`src/rtl/dmem_arbiter_if.sv`:
```
// Bundle of the fetch, LSU and memory-side signals of dmem_arbiter.
// The arbiter connects through the "slave" modport: it receives requests
// from fetch/LSU and returns read data to them, and it drives the memory
// request lines. The "master" modport is the view of the surrounding logic
// (fetch unit, LSU and memory macro together).
interface dmem_arbiter_if #(
  parameter int ADDR_W = 32,
  parameter int DATA_W = 32
);
  // Fetch port
  logic              if_req;
  logic [ADDR_W-1:0] if_addr;
  logic              if_gnt;
  logic [DATA_W-1:0] if_rdata;
  logic              if_rvld;
  // LSU port
  logic              ls_req;
  logic [3:0]        ls_wen;
  logic [ADDR_W-1:0] ls_addr;
  logic [DATA_W-1:0] ls_wdata;
  logic              ls_gnt;
  logic [DATA_W-1:0] ls_rdata;
  logic              ls_rvld;
  // Memory port
  logic              mem_en;
  logic [3:0]        mem_wen;
  logic [ADDR_W-1:0] mem_addr;
  logic [DATA_W-1:0] mem_wdata;
  logic [DATA_W-1:0] mem_rdata;
  logic              mem_rvld;
  // Status
  logic              arb_busy;

  modport slave (
    input  if_req, if_addr,
    output if_gnt, if_rdata, if_rvld,
    input  ls_req, ls_wen, ls_addr, ls_wdata,
    output ls_gnt, ls_rdata, ls_rvld,
    output mem_en, mem_wen, mem_addr, mem_wdata,
    input  mem_rdata, mem_rvld,
    output arb_busy
  );

  modport master (
    output if_req, if_addr,
    input  if_gnt, if_rdata, if_rvld,
    output ls_req, ls_wen, ls_addr, ls_wdata,
    input  ls_gnt, ls_rdata, ls_rvld,
    input  mem_en, mem_wen, mem_addr, mem_wdata,
    output mem_rdata, mem_rvld,
    input  arb_busy
  );
endinterface

```
`src/rtl/dmem_arbiter.sv`:
```
// dmem_arbiter: shares one data-memory port between instruction fetch
// (read-only) and the LSU (read/write). One grant per cycle, request is
// forwarded to memory combinationally, one read may be outstanding and its
// response is routed back to the requester that issued it.
//
// Build option: define DMEM_ARB_RR_EN for round-robin arbitration on
// contention; otherwise the LSU always wins (fixed priority).
//
// Handshake: a requester raises req and holds req together with its
// address/controls until it sees gnt in the same cycle; gnt is the single
// acceptance event (req & gnt = transfer). A requester may drop req before
// gnt, in which case nothing is issued. Read data comes back later as a
// one-cycle rvld pulse with rdata; writes return nothing.
module dmem_arbiter #(
  parameter int ADDR_W = 32,
  parameter int DATA_W = 32  // four byte lanes, so this stays 32
) (
  input  logic        CLK,
  input  logic        RST,
  dmem_arbiter_if.slave bus,
  output logic [1:0]  fsm_state
);

  typedef enum logic [1:0] {
    IDLE  = 2'd0,
    RD_IF = 2'd1,
    RD_LS = 2'd2
  } state_t;

  state_t state;
  state_t state_nxt;

  logic accept;
  logic gnt_if;
  logic gnt_ls;
  logic ls_wins;

  logic [3:0]        fwd_wen;
  logic [ADDR_W-1:0] fwd_addr;
  logic [DATA_W-1:0] fwd_wdata;

`ifdef DMEM_ARB_RR_EN
  localparam logic PRIO_LS = 1'b0;

  logic prio;

  // Round-robin pointer: toggles on every grant, so the other side wins next contention.
  always_ff @(posedge CLK) begin
    if (RST) begin
      prio <= PRIO_LS;
    end else if (gnt_if || gnt_ls) begin
      prio <= ~prio;
    end
  end

  assign ls_wins = (prio == PRIO_LS);
`else
  // Fixed priority: the LSU always wins when both sides request.
  assign ls_wins = 1'b1;
`endif

  // Grant decision: only when no read is pending or the pending one returns now.
  always_comb begin
    accept = (state == IDLE) || bus.mem_rvld;
    gnt_if = accept && bus.if_req && (!bus.ls_req || !ls_wins);
    gnt_ls = accept && bus.ls_req && !gnt_if;
  end

  // State register.
  always_ff @(posedge CLK) begin
    if (RST) begin
      state <= IDLE;
    end else begin
      state <= state_nxt;
    end
  end

  // Next state: track which requester owns the outstanding read.
  always_comb begin
    state_nxt = state;
    if (gnt_if) begin
      state_nxt = RD_IF;
    end else if (gnt_ls) begin
      // A write finishes in its grant cycle; only a read leaves something pending.
      state_nxt = (bus.ls_wen == 4'b0000) ? RD_LS : IDLE;
    end else if (bus.mem_rvld) begin
      state_nxt = IDLE;
    end
  end

  // Request mux: forward the granted requester to memory; fetch never writes.
  always_comb begin
    fwd_wen   = 4'b0000;
    fwd_addr  = '0;
    fwd_wdata = '0;
    if (gnt_if) begin
      fwd_addr = bus.if_addr;
    end else if (gnt_ls) begin
      fwd_wen   = bus.ls_wen;
      fwd_addr  = bus.ls_addr;
      fwd_wdata = bus.ls_wdata;
    end
  end

  // Outputs: everything held at zero while RST is high; responses routed by state,
  // so a response arriving in IDLE (spurious, or after a reset) is dropped.
  always_comb begin
    bus.if_gnt    = 1'b0;
    bus.ls_gnt    = 1'b0;
    bus.mem_en    = 1'b0;
    bus.mem_wen   = 4'b0000;
    bus.mem_addr  = '0;
    bus.mem_wdata = '0;
    bus.if_rvld   = 1'b0;
    bus.if_rdata  = '0;
    bus.ls_rvld   = 1'b0;
    bus.ls_rdata  = '0;
    bus.arb_busy  = 1'b0;
    fsm_state     = 2'b00;
    if (!RST) begin
      bus.if_gnt    = gnt_if;
      bus.ls_gnt    = gnt_ls;
      bus.mem_en    = gnt_if || gnt_ls;
      bus.mem_wen   = fwd_wen;
      bus.mem_addr  = fwd_addr;
      bus.mem_wdata = fwd_wdata;
      if ((state == RD_IF) && bus.mem_rvld) begin
        bus.if_rvld  = 1'b1;
        bus.if_rdata = bus.mem_rdata;
      end
      if ((state == RD_LS) && bus.mem_rvld) begin
        bus.ls_rvld  = 1'b1;
        bus.ls_rdata = bus.mem_rdata;
      end
      bus.arb_busy = (state != IDLE);
      fsm_state    = state;
    end
  end

endmodule

```
`src/flat_wrapper.sv`:
```
// flat-port wrapper written by rule: the top's interface ports become plain ports
module dmem_arbiter_flat 
#(
  parameter int ADDR_W = 32,
  parameter int DATA_W = 32                                      
)
  (CLK, RST, fsm_state, bus_if_req, bus_if_addr, bus_if_gnt, bus_if_rdata, bus_if_rvld, bus_ls_req, bus_ls_wen, bus_ls_addr, bus_ls_wdata, bus_ls_gnt, bus_ls_rdata, bus_ls_rvld, bus_mem_en, bus_mem_wen, bus_mem_addr, bus_mem_wdata, bus_mem_rdata, bus_mem_rvld, bus_arb_busy);
  dmem_arbiter_if #(.ADDR_W(ADDR_W), .DATA_W(DATA_W)) bus_i ();
  input  logic CLK;
  input  logic RST;
  output logic [1:0] fsm_state;
  input wire logic [$bits(bus_i.if_req)-1:0] bus_if_req;
  input wire logic [$bits(bus_i.if_addr)-1:0] bus_if_addr;
  output wire logic [$bits(bus_i.if_gnt)-1:0] bus_if_gnt;
  output wire logic [$bits(bus_i.if_rdata)-1:0] bus_if_rdata;
  output wire logic [$bits(bus_i.if_rvld)-1:0] bus_if_rvld;
  input wire logic [$bits(bus_i.ls_req)-1:0] bus_ls_req;
  input wire logic [$bits(bus_i.ls_wen)-1:0] bus_ls_wen;
  input wire logic [$bits(bus_i.ls_addr)-1:0] bus_ls_addr;
  input wire logic [$bits(bus_i.ls_wdata)-1:0] bus_ls_wdata;
  output wire logic [$bits(bus_i.ls_gnt)-1:0] bus_ls_gnt;
  output wire logic [$bits(bus_i.ls_rdata)-1:0] bus_ls_rdata;
  output wire logic [$bits(bus_i.ls_rvld)-1:0] bus_ls_rvld;
  output wire logic [$bits(bus_i.mem_en)-1:0] bus_mem_en;
  output wire logic [$bits(bus_i.mem_wen)-1:0] bus_mem_wen;
  output wire logic [$bits(bus_i.mem_addr)-1:0] bus_mem_addr;
  output wire logic [$bits(bus_i.mem_wdata)-1:0] bus_mem_wdata;
  input wire logic [$bits(bus_i.mem_rdata)-1:0] bus_mem_rdata;
  input wire logic [$bits(bus_i.mem_rvld)-1:0] bus_mem_rvld;
  output wire logic [$bits(bus_i.arb_busy)-1:0] bus_arb_busy;
  assign bus_i.if_req = bus_if_req;
  assign bus_i.if_addr = bus_if_addr;
  assign bus_if_gnt = bus_i.if_gnt;
  assign bus_if_rdata = bus_i.if_rdata;
  assign bus_if_rvld = bus_i.if_rvld;
  assign bus_i.ls_req = bus_ls_req;
  assign bus_i.ls_wen = bus_ls_wen;
  assign bus_i.ls_addr = bus_ls_addr;
  assign bus_i.ls_wdata = bus_ls_wdata;
  assign bus_ls_gnt = bus_i.ls_gnt;
  assign bus_ls_rdata = bus_i.ls_rdata;
  assign bus_ls_rvld = bus_i.ls_rvld;
  assign bus_mem_en = bus_i.mem_en;
  assign bus_mem_wen = bus_i.mem_wen;
  assign bus_mem_addr = bus_i.mem_addr;
  assign bus_mem_wdata = bus_i.mem_wdata;
  assign bus_i.mem_rdata = bus_mem_rdata;
  assign bus_i.mem_rvld = bus_mem_rvld;
  assign bus_arb_busy = bus_i.arb_busy;
  dmem_arbiter #(.ADDR_W(ADDR_W), .DATA_W(DATA_W)) u_core (.CLK(CLK), .RST(RST), .bus(bus_i), .fsm_state(fsm_state));
endmodule
```
`config.mk`:
```
export PLATFORM = sky130hd
export DESIGN_NAME = dmem_arbiter_flat
export DESIGN_NICKNAME = d
export VERILOG_FILES = /design/src/rtl/dmem_arbiter_if.sv /design/src/rtl/dmem_arbiter.sv /design/src/flat_wrapper.sv
export SDC_FILE = /design/constraint.sdc
export NUM_CORES = 1
export LEC_CHECK = 0
export BUFFER_PORTS_ARGS = -buffer_cell sky130_fd_sc_hd__buf_2
export CORE_AREA = 10 10 100 102
export CTS_BUF_LIST = sky130_fd_sc_hd__clkbuf_16
export DETAILED_ROUTE_END_ITERATION = 10
export DIE_AREA = 0 0 110 112
export PLACE_DENSITY_LB_ADDON = 0.15
export SETUP_SLACK_MARGIN = 0.05
export SKIP_LAST_GASP = 1
export SLEW_MARGIN = 10
export SYNTH_ARGS = -nofsm -noshare
export SYNTH_HDL_FRONTEND = slang
export SYNTH_SLANG_ARGS = --single-unit
```
`constraint.sdc`:
```
create_clock -name CLK -period 2.6 [get_ports CLK]
set_input_delay 0.13 -clock CLK [delete_from_list [all_inputs] [get_ports CLK]]
set_output_delay 0.13 -clock CLK [all_outputs]
set_load 0.03 [all_outputs]
```
# [Yosys cells after proc, flatten, opt, wreduce, memory -nomap -nowiden]
# Index checks and enable logic that the tools add are counted.
# Widths: inputs -> output; s select.
[totals] register_bits=2 inputBits=137 out_inout_bits=140 elab_cells=46
[classes] eq_ne=2 n_mux=26 reduce_logical=16
[op_table] cell="$mux 32" n=10
[op_table] cell="$mux 4" n=3
[op_table] cell="$mux 1" n=9
[op_table] cell="$mux 2" n=4
[op_table] cell="$logic_and 1x1->1" n=6
[op_table] cell="$logic_not 4->1" n=1
[op_table] cell="$reduce_bool 2->1" n=2
[op_table] cell="$reduce_bool 3->1" n=1
[op_table] cell="$eq 2x1->1 const B" n=1
[op_table] cell="$eq 2x2->1 const B" n=1
[op_table] cell="$logic_not 1->1" n=2
[op_table] cell="$logic_not 2->1" n=1
[op_table] cell="$logic_or 1x1->1" n=2
[op_table] cell="$reduce_or 2->1" n=1

# [Longest topological paths before layout]
# Gate-level depths: netlist of run 1.
[logic_depth] ltp_word=9 depth_mapped=6 depth_no_buf=3

# [Worst setup path before layout of run 1]
# OpenSTA, ideal clock, no wires.
[synth_timing] kind="flip-flop to output port" start="register u_core.state[1]" end="output bus_ls_rdata[22]" arrival_ps=1841 required_ps=2470 setup_slack_ps=629 path_stages_with_launch=5 n_path_buf=1 path_cell_list="dfxtp_1 > nor2b_1 > nor3b_2 > buf_2 > and2_1"
[synth_between] elab_chain_cells=4
[synth_lines] item="start, declared" line="dmem_arbiter.sv:30" source="state_t state;"
[synth_lines] item="start signal, assigned" line="dmem_arbiter.sv:74" source="state <= state_nxt;"
[synth_lines] item="$eq 2x2->1" line="dmem_arbiter.sv:131" source="if ((state == RD_LS) && bus.mem_rvld) begin"
[synth_lines] item="$logic_and 1x1->1" line="dmem_arbiter.sv:131"
[synth_lines] item="$mux 32" line="dmem_arbiter.sv:131"
[synth_lines] item="$mux 32" line="dmem_arbiter.sv:120" source="if (!RST) begin"
[synth_lines] item="end, declared" line="flat_wrapper.sv:22" source="output wire logic [$bits(bus_i.ls_rdata)-1:0] bus_ls_rdata;"
# No other way between the ends.

# [Worst setup path after layout of run 1]
[layout_timing] start="register u_core.state[1]" end="output bus_mem_addr[17]"
[layout_between] elab_chain_cells=9 elab_cells_between_ends=10 classes_between="mux: 3; reduce/logical: 7"
[layout_lines] item="$logic_not 2->1 (*)" line="dmem_arbiter.sv:64" source="accept = (state == IDLE) || bus.mem_rvld;"
[layout_lines] item="$logic_or 1x1->1 (*)" line="dmem_arbiter.sv:64"
[layout_lines] item="$logic_and 1x1->1 (2 in series)" line="dmem_arbiter.sv:65" source="gnt_if = accept && bus.if_req && (!bus.ls_req || !ls_wins);"
[layout_lines] item="$logic_not 1->1" line="dmem_arbiter.sv:66" source="gnt_ls = accept && bus.ls_req && !gnt_if;"
[layout_lines] item="$logic_and 1x1->1" line="dmem_arbiter.sv:66"
[layout_lines] item="$mux 32" line="dmem_arbiter.sv:98" source="end else if (gnt_ls) begin"
[layout_lines] item="$mux 32 (*)" line="dmem_arbiter.sv:96" source="if (gnt_if) begin"
[layout_lines] item="$mux 32 (*)" line="dmem_arbiter.sv:120"
[layout_lines] item="end, declared" line="flat_wrapper.sv:26" source="output wire logic [$bits(bus_i.mem_addr)-1:0] bus_mem_addr;"
# Every way passes the cells marked *; elsewhere a longest branch is shown, timed or not.

==> reports/metrics.yaml, run 1 <==
run_status:
  outcome: "finished, final reports clean"
route:
  initial_drt_pass_iterations: 4
  avgViaCountPerCell: 4.25
  drtAntennaViolNets: 0
  drc: 0
  routed-via-count: 2454
  wl_per_cell_um: 16.4
  wl_um: 9470
  drt_iter0_markers: 141
global_route:
  grt.overflow.total: 0
  pin_count_of_the_biggest_net_entering_global_routing: 47
  antenna_found_initial: 0
  grt_pass1_vias: 2655
  grt_first_pass_wirelength_um: 13800
  globalRouteTotalUtil: 0.137
min_path:
  hold_class: "primary input to flip-flop"
  timing.hold.worst_path_depth: 2
  hold_path_startpoint: "RST"
  whs_endpoint: "u_core.state[1]"
final_layout:
  biggestRegsByFlops: "u_core.state: 2 flops"
  area.growth.synth_to_final_pct: 120
  diodes: 0
  num-nets-final: 611
  filler_cell_count: 903
  layout-drive-gt1-share: 0.614
  registers.top_by_ff_count: "u_core.state"
  area_of_all_sequential_standard_cells_um2: 40.0
  largest_register_ffs: 2
  fin_area_um2: 2810
  multi_input_comb_area_um2: 1130
clock_network:
  cts_max_path_buffers: 2
  post_cts_resize_count: 0
  cts.sink_count: 2
  cts_hold_repair.buffers: 0
  cts_made_buffers: 3
  library_cell_used_as_clock_root_buffer: "sky130_fd_sc_hd__clkbuf_16"
  total_number_of_h_tree_levels: 1
  clock_insertion_delay_worst_skew_ns: 0.22
  clk_pin_slew_ns: 0.03
  cts_tree: "built"
  cts.repair_timing.setup_buffer_count: 0
timing:
  hold_ws_ns: 0.146
  finalCritPeriodShare: 0.780
  period_needed_ns: 2.03
  worstMarginPinSlew_ns: 0.633
  hold_viol: 0
  timing.final.setup_violations: 0
  fin_ws_ns: 0.571
  timing.fmax_mhz: 493
  slew_violations: 0
  rsz0062_at_grt: "false"
  maxSlewHeadroom: 0.578
  setup_total_negative_slack_ns: 0
  final.setup_skew_ns: 0.000826
logic_synthesis:
  postSynthNetCount: 349
  synthCells: 212
  ys_warns: 0
  synth.avg_cell_area_um2: 6.04
  synth_cell_type_count: 20
  synth_cell_area_um2: 1280
  synth.yosys.seq_area_share: 0.0313
  synth-seq-cells: 2
setup_path:
  setup.reg_to_reg.worst_slack_ns: 1.33
  timing.critical_path.fanout_max: 17
  regToRegStartpoint: "u_core.state[1]"
  startpoint_type: "flip-flop"
  endpoint_kind: "primary output"
  reg2reg_to: "u_core.state[0]"
  timing.setup.critical_path_class: "flip-flop to primary output"
  cp_data_required_time_ns: 2.47
  worst_ep_arrival_time_ns: 1.90
  reg2reg_depth: 4
pwr:
  leakage_nw: 1.95
  p_per_area_nw_per_um2: 245
  vdd_ir_drop_max_v: 0.000133
die:
  die-width_um: 110
  core_area_um2: 8050
  die-area_um2: 12300
  placementRows: 33
  die_height_um: 112
  ios: 277
  floorplan.initialDensity: 0.159
placement:
  gpl.final_weighted_congestion: 0.863
  port_buffers: 276
  detailed_place.area_um2: 2740
  place_ws_ns: 0.750
  dpl.hpwl_um: 8290
flow_run:
  maxCapViolCount: 0
layout make-up:
type	count	share of cell area
inverter	1	0.00133
timing repair buffer	283	0.510
clock buffer	3	0.0267
tap	105	0.0467
multi-input combinational	183	0.401
sequential	2	0.0142
worst max-delay path: stages (launching register included):
cell                       delay, ns
sky130_fd_sc_hd__dfxtp_1        0.33
sky130_fd_sc_hd__o21bai_1       0.25
sky130_fd_sc_hd__nand2b_1       0.40
sky130_fd_sc_hd__buf_4          0.34
sky130_fd_sc_hd__nor2_1         0.13
sky130_fd_sc_hd__buf_2          0.21
where the power goes:
group	switching [mW]	internal (mW)
Combinational	0.259	0.164
Sequential	0.00143	0.0321
Clock	0.0365	0.196
layer usage:
metal / GRT usage / vias to the layer above / wire [um]
li1: - / 1245 / -
met1: 0.119 / 1050 / 3010
met2: 0.263 / 151 / 4870
met3: 0.0807 / 8 / 1490
met4: 0.0217 / 0 / 92
met5: 0 / - / 0
Yosys cell counts, drive strengths merged:
master	count	area (um^2)
a211o	1	8.76
nor2	36	135
inv	1	3.75
and3	36	225
a221oi	1	15.0
clkbuf	19	72.6
and2	66	413
dfxtp	2	40.0
a22oi	32	240
nor2b	2	12.5
or4b	1	10.0
a22o	1	8.76
buf	7	37.5
nand2	1	3.75
and2b	2	15.0
nand2b	1	6.26
o21bai	1	7.51
nor3b	2	25.0
stage by stage:
stage	instances	util	total power, mW
2_1_floorplan	212	-	0.277
3_3_place_gp	574	0.340	0.461
3_5_place_dp	574	0.340	0.462
4_1_cts	577	0.349	0.697
5_1_grt	577	0.349	0.735
6_report	577	0.349	0.689
placed cells by master (no fill, tap or decap):
| cell type | instances |
|---|---|
| sky130_fd_sc_hd__a221oi_2 | 1 |
| sky130_fd_sc_hd__or4b_1 | 1 |
| sky130_fd_sc_hd__dfxtp_1 | 2 |
| sky130_fd_sc_hd__o21bai_1 | 1 |
| sky130_fd_sc_hd__clkbuf_16 | 3 |
| sky130_fd_sc_hd__nand2_1 | 1 |
| sky130_fd_sc_hd__nand2b_1 | 1 |
| sky130_fd_sc_hd__a211o_1 | 1 |
| sky130_fd_sc_hd__and3_1 | 36 |
| sky130_fd_sc_hd__and2_1 | 66 |
| sky130_fd_sc_hd__nor2b_2 | 1 |
| sky130_fd_sc_hd__nor3b_2 | 2 |
| sky130_fd_sc_hd__a22o_1 | 1 |
| sky130_fd_sc_hd__inv_1 | 1 |
| sky130_fd_sc_hd__nor2b_1 | 1 |
| sky130_fd_sc_hd__nor2_1 | 36 |
| sky130_fd_sc_hd__a22oi_1 | 32 |
| sky130_fd_sc_hd__buf_2 | 276 |
| sky130_fd_sc_hd__buf_4 | 7 |
| sky130_fd_sc_hd__and2b_1 | 2 |
worst max-delay path by stage:
stage / start / endpoint / slack, ns / depth (start not counted)
after global routing: u_core.state[1] / bus_mem_addr[10] / 0.41 / 5
after CTS: u_core.state[1] / bus_mem_addr[12] / 0.56 / 5
after detailed placement: bus_ls_req / bus_mem_addr[28] / 0.75 / 6
after global placement: bus_ls_req / bus_mem_addr[28] / 0.76 / 6
final: u_core.state[1] / bus_mem_addr[17] / 0.57 / 5
after floorplan: u_core.state[1] / bus_ls_rdata[22] / 0.63 / 4
kinds of logic after synthesis:
family | count (synthesis) | synth area share
AOI/OAI and AO/OA | 36 | 0.219
DFF | 2 | 0.0313
buffers and inverters | 27 | 0.0889
and+or+nand+nor | 147 | 0.661
Power figures use the tool's default switching activity.
==> run 2, diff against run 1 <==
--- a/config.mk
+++ b/config.mk
@@ -5,11 +5,12 @@
 export SDC_FILE = /design/constraint.sdc
 export NUM_CORES = 1
 export LEC_CHECK = 0
+export ABC_AREA = 1
 export BUFFER_PORTS_ARGS = -buffer_cell sky130_fd_sc_hd__buf_2
-export CORE_AREA = 10 10 100 102
+export CORE_AREA = 10 10 99 101
 export CTS_BUF_LIST = sky130_fd_sc_hd__clkbuf_16
 export DETAILED_ROUTE_END_ITERATION = 10
-export DIE_AREA = 0 0 110 112
+export DIE_AREA = 0 0 109 111
 export PLACE_DENSITY_LB_ADDON = 0.15
 export SETUP_SLACK_MARGIN = 0.05
 export SKIP_LAST_GASP = 1
==> constraint.sdc (replaced) <==
create_clock -name CLK -period 1.6 [get_ports CLK]
set_input_delay 0.08 -clock CLK [delete_from_list [all_inputs] [get_ports CLK]]
set_output_delay 0.08 -clock CLK [all_outputs]
set_load 0.03 [all_outputs]
==> run 2 against run 1 <==
The run now ends with setup timing left. Synthesized cell count rose by 52%. Clock skew barely moved. Global-route usage rose by 1.8 points. Critical path depth rose by 4.
==> reports/metrics.yaml, run 2 <==
setup_path:
  worst-path-stages: 9  # was 5
  crit_path_most_repeated_cell: "sky130_fd_sc_hd__nor2_4"
  crit_buf_inv: 4  # was 2
  endpoint: "bus_mem_addr[10]"  # was bus_mem_addr[17]
  endpoint_kind: "primary output"  # unchanged
  timing.critical_path.fanout_max: 10  # was 17
  startpoint_type: "flip-flop"  # unchanged
  setup.reg_to_reg.worst_slack_ns: 0.29  # was 1.33 ns
  regToRegStartpoint: "u_core.state[0]"  # was u_core.state[1]
  reg2reg_depth: 8  # was 4
  startpoint: "u_core.state[0]"  # was u_core.state[1]
  cp_top_family: "buffers and inverters"  # unchanged
  timing.critical_path.slowest_stage_cell: "sky130_fd_sc_hd__dfxtp_2"  # was sky130_fd_sc_hd__nand2b_1
  reg2reg_to: "u_core.state[0]"  # unchanged
  worst_ep_arrival_time_ns: 1.59  # was 1.90 ns
  timing.setup.critical_path_class: "flip-flop to primary output"  # unchanged
  timing.critical_path.slowest_cell_delay_ns: 0.33  # was 0.40 ns
  timing.critical_path.cells: "nor2_4 > nor2_4 > buf_12 > nor2_4 > buf_12 > clkbuf_16 > nand4_1 > nand2_1 > buf_6"  # was o21bai_1 > nand2b_1 > buf_4 > nor2_1 > buf_2
  cp_data_required_time_ns: 1.52  # was 2.47 ns
run_status:
  outcome: "finished with violations"  # was finished, final reports clean
  violations: "setup timing"
route:
  avgViaCountPerCell: 4.41  # was 4.25
  wl_per_cell_um: 17.4  # was 16.4 um
  drt_iter0_markers: 161  # was 141
  drtAntennaViolNets: 0  # unchanged
  initial_drt_pass_iterations: 4  # unchanged
  drc: 0  # unchanged
  wl_um: 12400  # was 9470 um
  routed-via-count: 3139  # was 2454
flow_run:
  maxCapViolCount: 0  # unchanged
final_layout:
  biggestRegsByFlops: "u_core.state: 2 flops"  # unchanged
  diodes: 0  # unchanged
  postLayoutCoreUtil: 0.526  # was 0.349
  layout.cells.most_common: "sky130_fd_sc_hd__buf_2"  # unchanged
  layout-drive-gt1-share: 0.583  # was 0.614
  fin_area_um2: 4190  # was 2810 um^2
  area.growth.synth_to_final_pct: 199  # was 120%
  registers.top_by_ff_count: "u_core.state"  # unchanged
  filler_cell_count: 777  # was 903
  largest_register_ffs: 2  # unchanged
  most-common-layout-cells: "141 x sky130_fd_sc_hd__buf_2, 101 x sky130_fd_sc_hd__nand2_1, 75 x sky130_fd_sc_hd__nor2_1, 71 x sky130_fd_sc_hd__buf_4, 66 x sky130_fd_sc_hd__buf_6"  # was 276 x sky130_fd_sc_hd__buf_2, 66 x sky130_fd_sc_hd__and2_1, 36 x sky130_fd_sc_hd__and3_1, 36 x sky130_fd_sc_hd__nor2_1, 32 x sky130_fd_sc_hd__a22oi_1
  num-nets-final: 745  # was 611
global_route:
  grt.overflow.total: 0  # unchanged
  pin_count_of_the_biggest_net_entering_global_routing: 35  # was 47
  grt_pass1_vias: 2916  # was 2655
  grt_first_pass_wirelength_um: 15300  # was 13800 um
  globalRouteTotalUtil: 0.155  # was 0.137
  antenna_found_initial: 0  # unchanged
die:
  floorplan.initialDensity: 0.176  # was 0.159
  die-width_um: 109  # was 110 um
  die-area_um2: 12100  # was 12300 um^2
  ios: 277  # unchanged
  core_area_um2: 7970  # was 8050 um^2
  die_height_um: 111  # was 112 um
  placementRows: 33  # unchanged
clock_network:
  cts_made_buffers: 3  # unchanged
  cts.sink_count: 2  # unchanged
  cts_max_path_buffers: 2  # unchanged
  total_number_of_h_tree_levels: 1  # unchanged
  cts_tree: "built"  # unchanged
  clk_pin_slew_ns: 0.03  # about the same
  cts_hold_repair.buffers: 0  # unchanged
  clock_insertion_delay_worst_skew_ns: 0.22  # about the same
  library_cell_used_as_clock_root_buffer: "sky130_fd_sc_hd__clkbuf_16"  # unchanged
pwr:
  vdd_ir_drop_max_v: 0.000236  # was 0.000133 V
  p_int_uw: 829  # was 392 uW
  sw_frac_of_total: 0.440  # was 0.431
  power_frac_clock: 0.254  # was 0.337
  p_sw_uw: 652  # was 297 uW
  comb_power_share: 0.708  # was 0.614
  p_per_area_nw_per_um2: 353  # was 245 nW/um^2
  leakage_nw: 2.49  # was 1.95 nW
  p_seq_frac: 0.037  # was 0.049
timing:
  slew_violations: 0  # unchanged
  worstMarginPinSlew_ns: 0.351  # was 0.633 ns
  timing.fmax_mhz: 598
  finalCritPeriodShare: 1.05
  hold_viol: 0  # unchanged
  rsz0062_at_grt: "true"  # was false
  period_needed_ns: 1.67
  maxSlewHeadroom: 0.766  # was 0.578
  timing.final.setup_violations: 60  # was 0
  fin_ws_ns: -0.0726  # was 0.571 ns
  final.setup_skew_ns: 0.000697  # was 0.000826 ns
logic_synthesis:
  yosys.area.top_type_share: 0.281  # was 0.323
  ys_warns: 0  # unchanged
  synthTopCellsByCount: "105 x sky130_fd_sc_hd__nor2_1, 104 x sky130_fd_sc_hd__nand2_1, 42 x sky130_fd_sc_hd__inv_1"  # was 66 x sky130_fd_sc_hd__and2_1, 36 x sky130_fd_sc_hd__and3_1, 36 x sky130_fd_sc_hd__nor2_1
  synthCells: 322  # was 212
  synth-seq-cells: 2  # unchanged
  post-synth-top-area-cell: "sky130_fd_sc_hd__nor2_1"  # was sky130_fd_sc_hd__and2_1
  synth.yosys.seq_area_share: 0.0285  # was 0.0313
  synth_top_flop_cell: "sky130_fd_sc_hd__dfxtp_1"  # unchanged
  postSynthNetCount: 459  # was 349
  synth-edff-count: 0  # unchanged
  synth.most_common_cell: "sky130_fd_sc_hd__nor2_1"  # was sky130_fd_sc_hd__and2_1
  synth_cell_area_um2: 1400  # was 1280 um^2
  synth.avg_cell_area_um2: 4.36  # was 6.04 um^2
  synth_cell_type_count: 18  # was 20
  synth-async-reset-ratio: 0  # unchanged
  synth_top_cells_by_area: "sky130_fd_sc_hd__nor2_1 28%, sky130_fd_sc_hd__nand2_1 28%, sky130_fd_sc_hd__nand4_1 14%, sky130_fd_sc_hd__inv_1 11%, sky130_fd_sc_hd__buf_2 4.6%"  # was sky130_fd_sc_hd__and2_1 32%, sky130_fd_sc_hd__a22oi_1 19%, sky130_fd_sc_hd__and3_1 18%, sky130_fd_sc_hd__nor2_1 11%, sky130_fd_sc_hd__clkbuf_1 5.3%
min_path:
  hold_class: "primary input to flip-flop"  # unchanged
placement:
  port_buffers: 276  # unchanged
  gpl.final_weighted_congestion: 0.835  # was 0.863
  detailed_place.area_um2: 2880  # was 2740 um^2
  dpl.hpwl_um: 8770  # was 8290 um
## run 2: changes by cell type in the layout (fill, tap and decap cells not counted), moves of 36 or more
cell and change:
sky130_fd_sc_hd__inv_1 +40, sky130_fd_sc_hd__buf_4 +64, sky130_fd_sc_hd__and3_1 -36, sky130_fd_sc_hd__and2_1 -66, sky130_fd_sc_hd__buf_2 -135, sky130_fd_sc_hd__nor2_1 +39, sky130_fd_sc_hd__buf_6 +66, sky130_fd_sc_hd__nand2_1 +100
## run 2: metrics by stage
step                total power, mW  setup WS, ns  TNS [ns]  hold WS, ns  instances
global placement              0.827         0.229         0        0.322        688
detailed placement            0.830         0.178         0        0.321        688
floorplan                     0.504         0.172         0        0.192        322
finish                         1.48       -0.0726     -1.62        0.132        711
global route                   1.56        -0.116     -7.74        0.146        711
CTS                            1.32       -0.0194   -0.0630       0.0863        699
## run 2: routing by layer
metal  track usage  routed length (um)  vias to the layer above
met4        0.0422                 325                        0
met5             0                   0                        -
met1         0.143                3990                     1372
met2         0.309                6880                      191
li1              -                   -                     1545
met3        0.0477                1210                       31
## run 2: power groups by stage
stage,clock [mW],sequential [mW],combinational [mW]
floorplan,0,0.0543,0.450
global placement,0,0.0546,0.772
detailed placement,0,0.0547,0.776
CTS,0.381,0.0548,0.884
global route,0.386,0.0553,1.12
finish,0.377,0.0552,1.05
## run 2: final cells by class
type,count,area (um^2),share of cell area
Tap cell,105,131,0.0313
Clock buffer,3,75.1,0.0179
Inverter,44,165,0.0394
Sequential cell,2,42.5,0.0101
Multi-Input combinational cell,251,1320,0.314
Timing Repair Buffer,306,2460,0.588
## run 2: cell families (layout without fill, tap and decap cells)
kind of cell,Yosys count,in the layout,synth area share
simple gates,249,249,0.752
flops,2,2,0.0285
buf+inv,69,353,0.212
compound gates,2,2,0.00712
## run 2: worst min-delay path by stage
stage	from	end	cells after the start
final	bus_ls_req	u_core.state[0]	2
after CTS	bus_ls_req	u_core.state[0]	2
after floorplan	bus_ls_req	u_core.state[0]	1
after global placement	bus_ls_req	u_core.state[0]	2
after detailed placement	bus_ls_req	u_core.state[0]	2
after global routing	bus_ls_req	u_core.state[0]	2
## run 2: timing repair
item | 4_1_cts | 5_1_grt
resized for setup | 71 | 294
setup endpoints to repair | 57 | 137
gates cloned | 4 | 10
setup buffers | 4 | 2
endpoints found under the hold margin | 0 | 0
pin swaps | 6 | 12
==> run 3, diff against run 2 <==
--- a/config.mk
+++ b/config.mk
@@ -11,7 +11,8 @@
 export CTS_BUF_LIST = sky130_fd_sc_hd__clkbuf_16
 export DETAILED_ROUTE_END_ITERATION = 10
 export DIE_AREA = 0 0 109 111
-export PLACE_DENSITY_LB_ADDON = 0.15
+export HOLD_SLACK_MARGIN = 0.15
+export PLACE_DENSITY = 0.75
 export SETUP_SLACK_MARGIN = 0.05
 export SKIP_LAST_GASP = 1
 export SLEW_MARGIN = 10
==> run 3 against run 2 <==
The flow still finishes with violations (setup timing). Sequential power about the same. Cell count decreased by 0.56%. Clock-buffer cell count unchanged. Routed wire length decreased by 18%. Sequential share of layout area increased by 0.18 points. Global-route usage decreased by 1.8 points. Sequential cell count unchanged. Setup slack improved by 0.046 ns. Via count decreased by 6.1%. Critical path type unchanged.
==> reports/metrics.yaml, run 3 (synthesized netlist as in run 2, its figures left out) <==
timing:
  period_needed_ns: 1.63  # was 1.67 ns
  worstMarginPinSlew_ns: 0.321  # was 0.351 ns
  hold_ws_ns: 0.209  # was 0.132 ns
  hold_viol: 0  # unchanged
  maxSlewHeadroom: 0.786  # was 0.766
  rsz0062_at_grt: "true"  # unchanged
  timing.final.setup_violations: 14  # was 60
  finalCritPeriodShare: 1.02  # was 1.05
  final.setup_skew_ns: 0.000912  # was 0.000697 ns
  slew_violations: 0  # unchanged
  fin_ws_ns: -0.0270  # was -0.0726 ns
  timing.fmax_mhz: 615  # was 598 MHz
final_layout:
  layout-drive-gt1-share: 0.528  # was 0.583
  area_of_all_sequential_standard_cells_um2: 42.5  # unchanged
  postLayoutCoreUtil: 0.446  # was 0.526
  multi_input_comb_area_um2: 1100  # was 1320 um^2
  largest_register_ffs: 2  # unchanged
  biggestRegsByFlops: "u_core.state: 2 flops"  # unchanged
  area.growth.synth_to_final_pct: 153  # was 199%
  most-common-layout-cells: "181 x sky130_fd_sc_hd__buf_2, 102 x sky130_fd_sc_hd__nand2_1, 100 x sky130_fd_sc_hd__nor2_1, 83 x sky130_fd_sc_hd__buf_4, 42 x sky130_fd_sc_hd__inv_1"  # was 141 x sky130_fd_sc_hd__buf_2, 101 x sky130_fd_sc_hd__nand2_1, 75 x sky130_fd_sc_hd__nor2_1, 71 x sky130_fd_sc_hd__buf_4, 66 x sky130_fd_sc_hd__buf_6
  registers.top_by_ff_count: "u_core.state"  # unchanged
  filler_cell_count: 855  # was 777
  finalNonFillerCells: 707  # was 711
  layout.cells.most_common: "sky130_fd_sc_hd__buf_2"  # unchanged
  diodes: 0  # unchanged
  num-nets-final: 741  # was 745
die:
  ios: 277  # unchanged
  die-area_um2: 12100  # unchanged
  core_area_um2: 7970  # unchanged
  die_height_um: 111  # unchanged
  floorplan.initialDensity: 0.176  # unchanged
  die-width_um: 109  # unchanged
  placementRows: 33  # unchanged
route:
  drc: 0  # unchanged
  initial_drt_pass_iterations: 5  # was 4
  drtAntennaViolNets: 0  # unchanged
  routed-via-count: 2946  # was 3139
  avgViaCountPerCell: 4.17  # was 4.41
  wl_per_cell_um: 14.3  # was 17.4 um
  wl_um: 10100  # was 12400 um
  drt_iter0_markers: 148  # was 161
global_route:
  globalRouteTotalUtil: 0.137  # was 0.155
  grt_first_pass_wirelength_um: 14100  # was 15300 um
  grt_pass1_vias: 2948  # was 2916
  antenna_found_initial: 0  # unchanged
  pin_count_of_the_biggest_net_entering_global_routing: 35  # unchanged
  grt.overflow.total: 0  # unchanged
clock_network:
  cts_made_buffers: 3  # unchanged
  cts.sink_count: 2  # unchanged
  cts_max_path_buffers: 2  # unchanged
  cts_tree: "built"  # unchanged
  clock_insertion_delay_worst_skew_ns: 0.22  # about the same
  library_cell_used_as_clock_root_buffer: "sky130_fd_sc_hd__clkbuf_16"  # unchanged
  total_number_of_h_tree_levels: 1  # unchanged
  clk_pin_slew_ns: 0.03  # about the same
setup_path:
  timing.setup.critical_path_class: "flip-flop to primary output"  # unchanged
  reg2reg_depth: 8  # unchanged
  cp_data_required_time_ns: 1.52  # about the same
  endpoint_kind: "primary output"  # unchanged
  worst_ep_arrival_time_ns: 1.55  # was 1.59 ns
  timing.critical_path.fanout_max: 12  # was 10
  startpoint_type: "flip-flop"  # unchanged
placement:
  port_buffers: 276  # unchanged
  dpl.hpwl_um: 8010  # was 8770 um
  gpl.final_weighted_congestion: 0.819  # was 0.835
  place.detailed.instances: 689  # was 688
pwr:
  leakage_nw: 2.35  # was 2.49 nW
  p_per_area_nw_per_um2: 382  # was 353 nW/um^2
  vdd_ir_drop_max_v: 0.000412  # was 0.000236 V
  total_power_mw: 1.36  # was 1.48 mW
min_path:
  timing.hold.worst_path_depth: 6  # was 2
  hold_class: "primary input to flip-flop"  # unchanged
flow_run:
  maxCapViolCount: 0  # unchanged
run_status:
  violations: "setup timing"  # unchanged
  outcome: "finished with violations"  # unchanged
-- run 3: cell types whose count changed in the layout (fill, tap and decap cells not counted), moves of 12 or more --
cell                     before  now
sky130_fd_sc_hd__buf_4       71   83
sky130_fd_sc_hd__buf_6       66   18
sky130_fd_sc_hd__nor2_1      75  100
sky130_fd_sc_hd__buf_2      141  181
sky130_fd_sc_hd__nor2_4      30    5
-- run 3: what timing repair did --
item                       in CTS  in global routing
buffers inserted                0                  5
hold buffers                    3                  0
hold endpoints to repair        2                  0
pin swaps                       0                  2
gates cloned                    0                  7
setup endpoints to repair      67                134
gates resized for setup         9                197
-- run 3: cell type report --
class / instances / area share
Timing Repair Buffer: 302 / 0.574
Multi-Input combinational cell: 251 / 0.309
Inverter: 44 / 0.0465
Tap cell: 105 / 0.0370
Clock buffer: 3 / 0.0211
Sequential cell: 2 / 0.0120
-- run 3: path summary, 6_finish.rpt --
check | start | end | slack (ns)
setup / recovery | u_core.state[1] | bus_mem_addr[11] | -0.03
hold / removal | bus_ls_wen[2] | u_core.state[1] | 0.21
setup reg to reg | u_core.state[1] | u_core.state[1] | 0.34
hold reg to reg | u_core.state[1] | u_core.state[1] | 0.49
-- run 3: report_power, final --
group	leakage (nW)	internal (mW)	switching (mW)
Clock	0.0370	0.318	0.0615
Sequential	0.0172	0.0527	0.00265
Combinational	2.30	0.390	0.533
-- run 3: through the flow --
stage	setup slack, ns	TNS [ns]	area, um^2
final	-0.0270	-0.213	3550
after global routing	-0.114	-2.41	3550
after CTS	0.0136	0	3060
after detailed placement	0.190	0	2930
after global placement	0.212	0	2930
after floorplan	0.172	0	1400
-- run 3: metal layers --
layer | up-vias | GRT usage | wire [um]
met2 | 163 | 0.257 | 5080
met5 | - | 0 | 0
met4 | 0 | 0.0211 | 87
met3 | 9 | 0.0773 | 1560
li1 | 1531 | - | -
met1 | 1243 | 0.126 | 3380
-- run 3: worst max-delay path, stage by stage, from the launching register on --
cell and delay (ns):
sky130_fd_sc_hd__dfxtp_2 0.33, sky130_fd_sc_hd__nor2_4 0.14, sky130_fd_sc_hd__nor2_4 0.07, sky130_fd_sc_hd__nor3_4 0.18, sky130_fd_sc_hd__buf_6 0.16, sky130_fd_sc_hd__buf_12 0.13, sky130_fd_sc_hd__nand2_1 0.05, sky130_fd_sc_hd__nand2_1 0.06
sky130_fd_sc_hd__buf_2 0.19
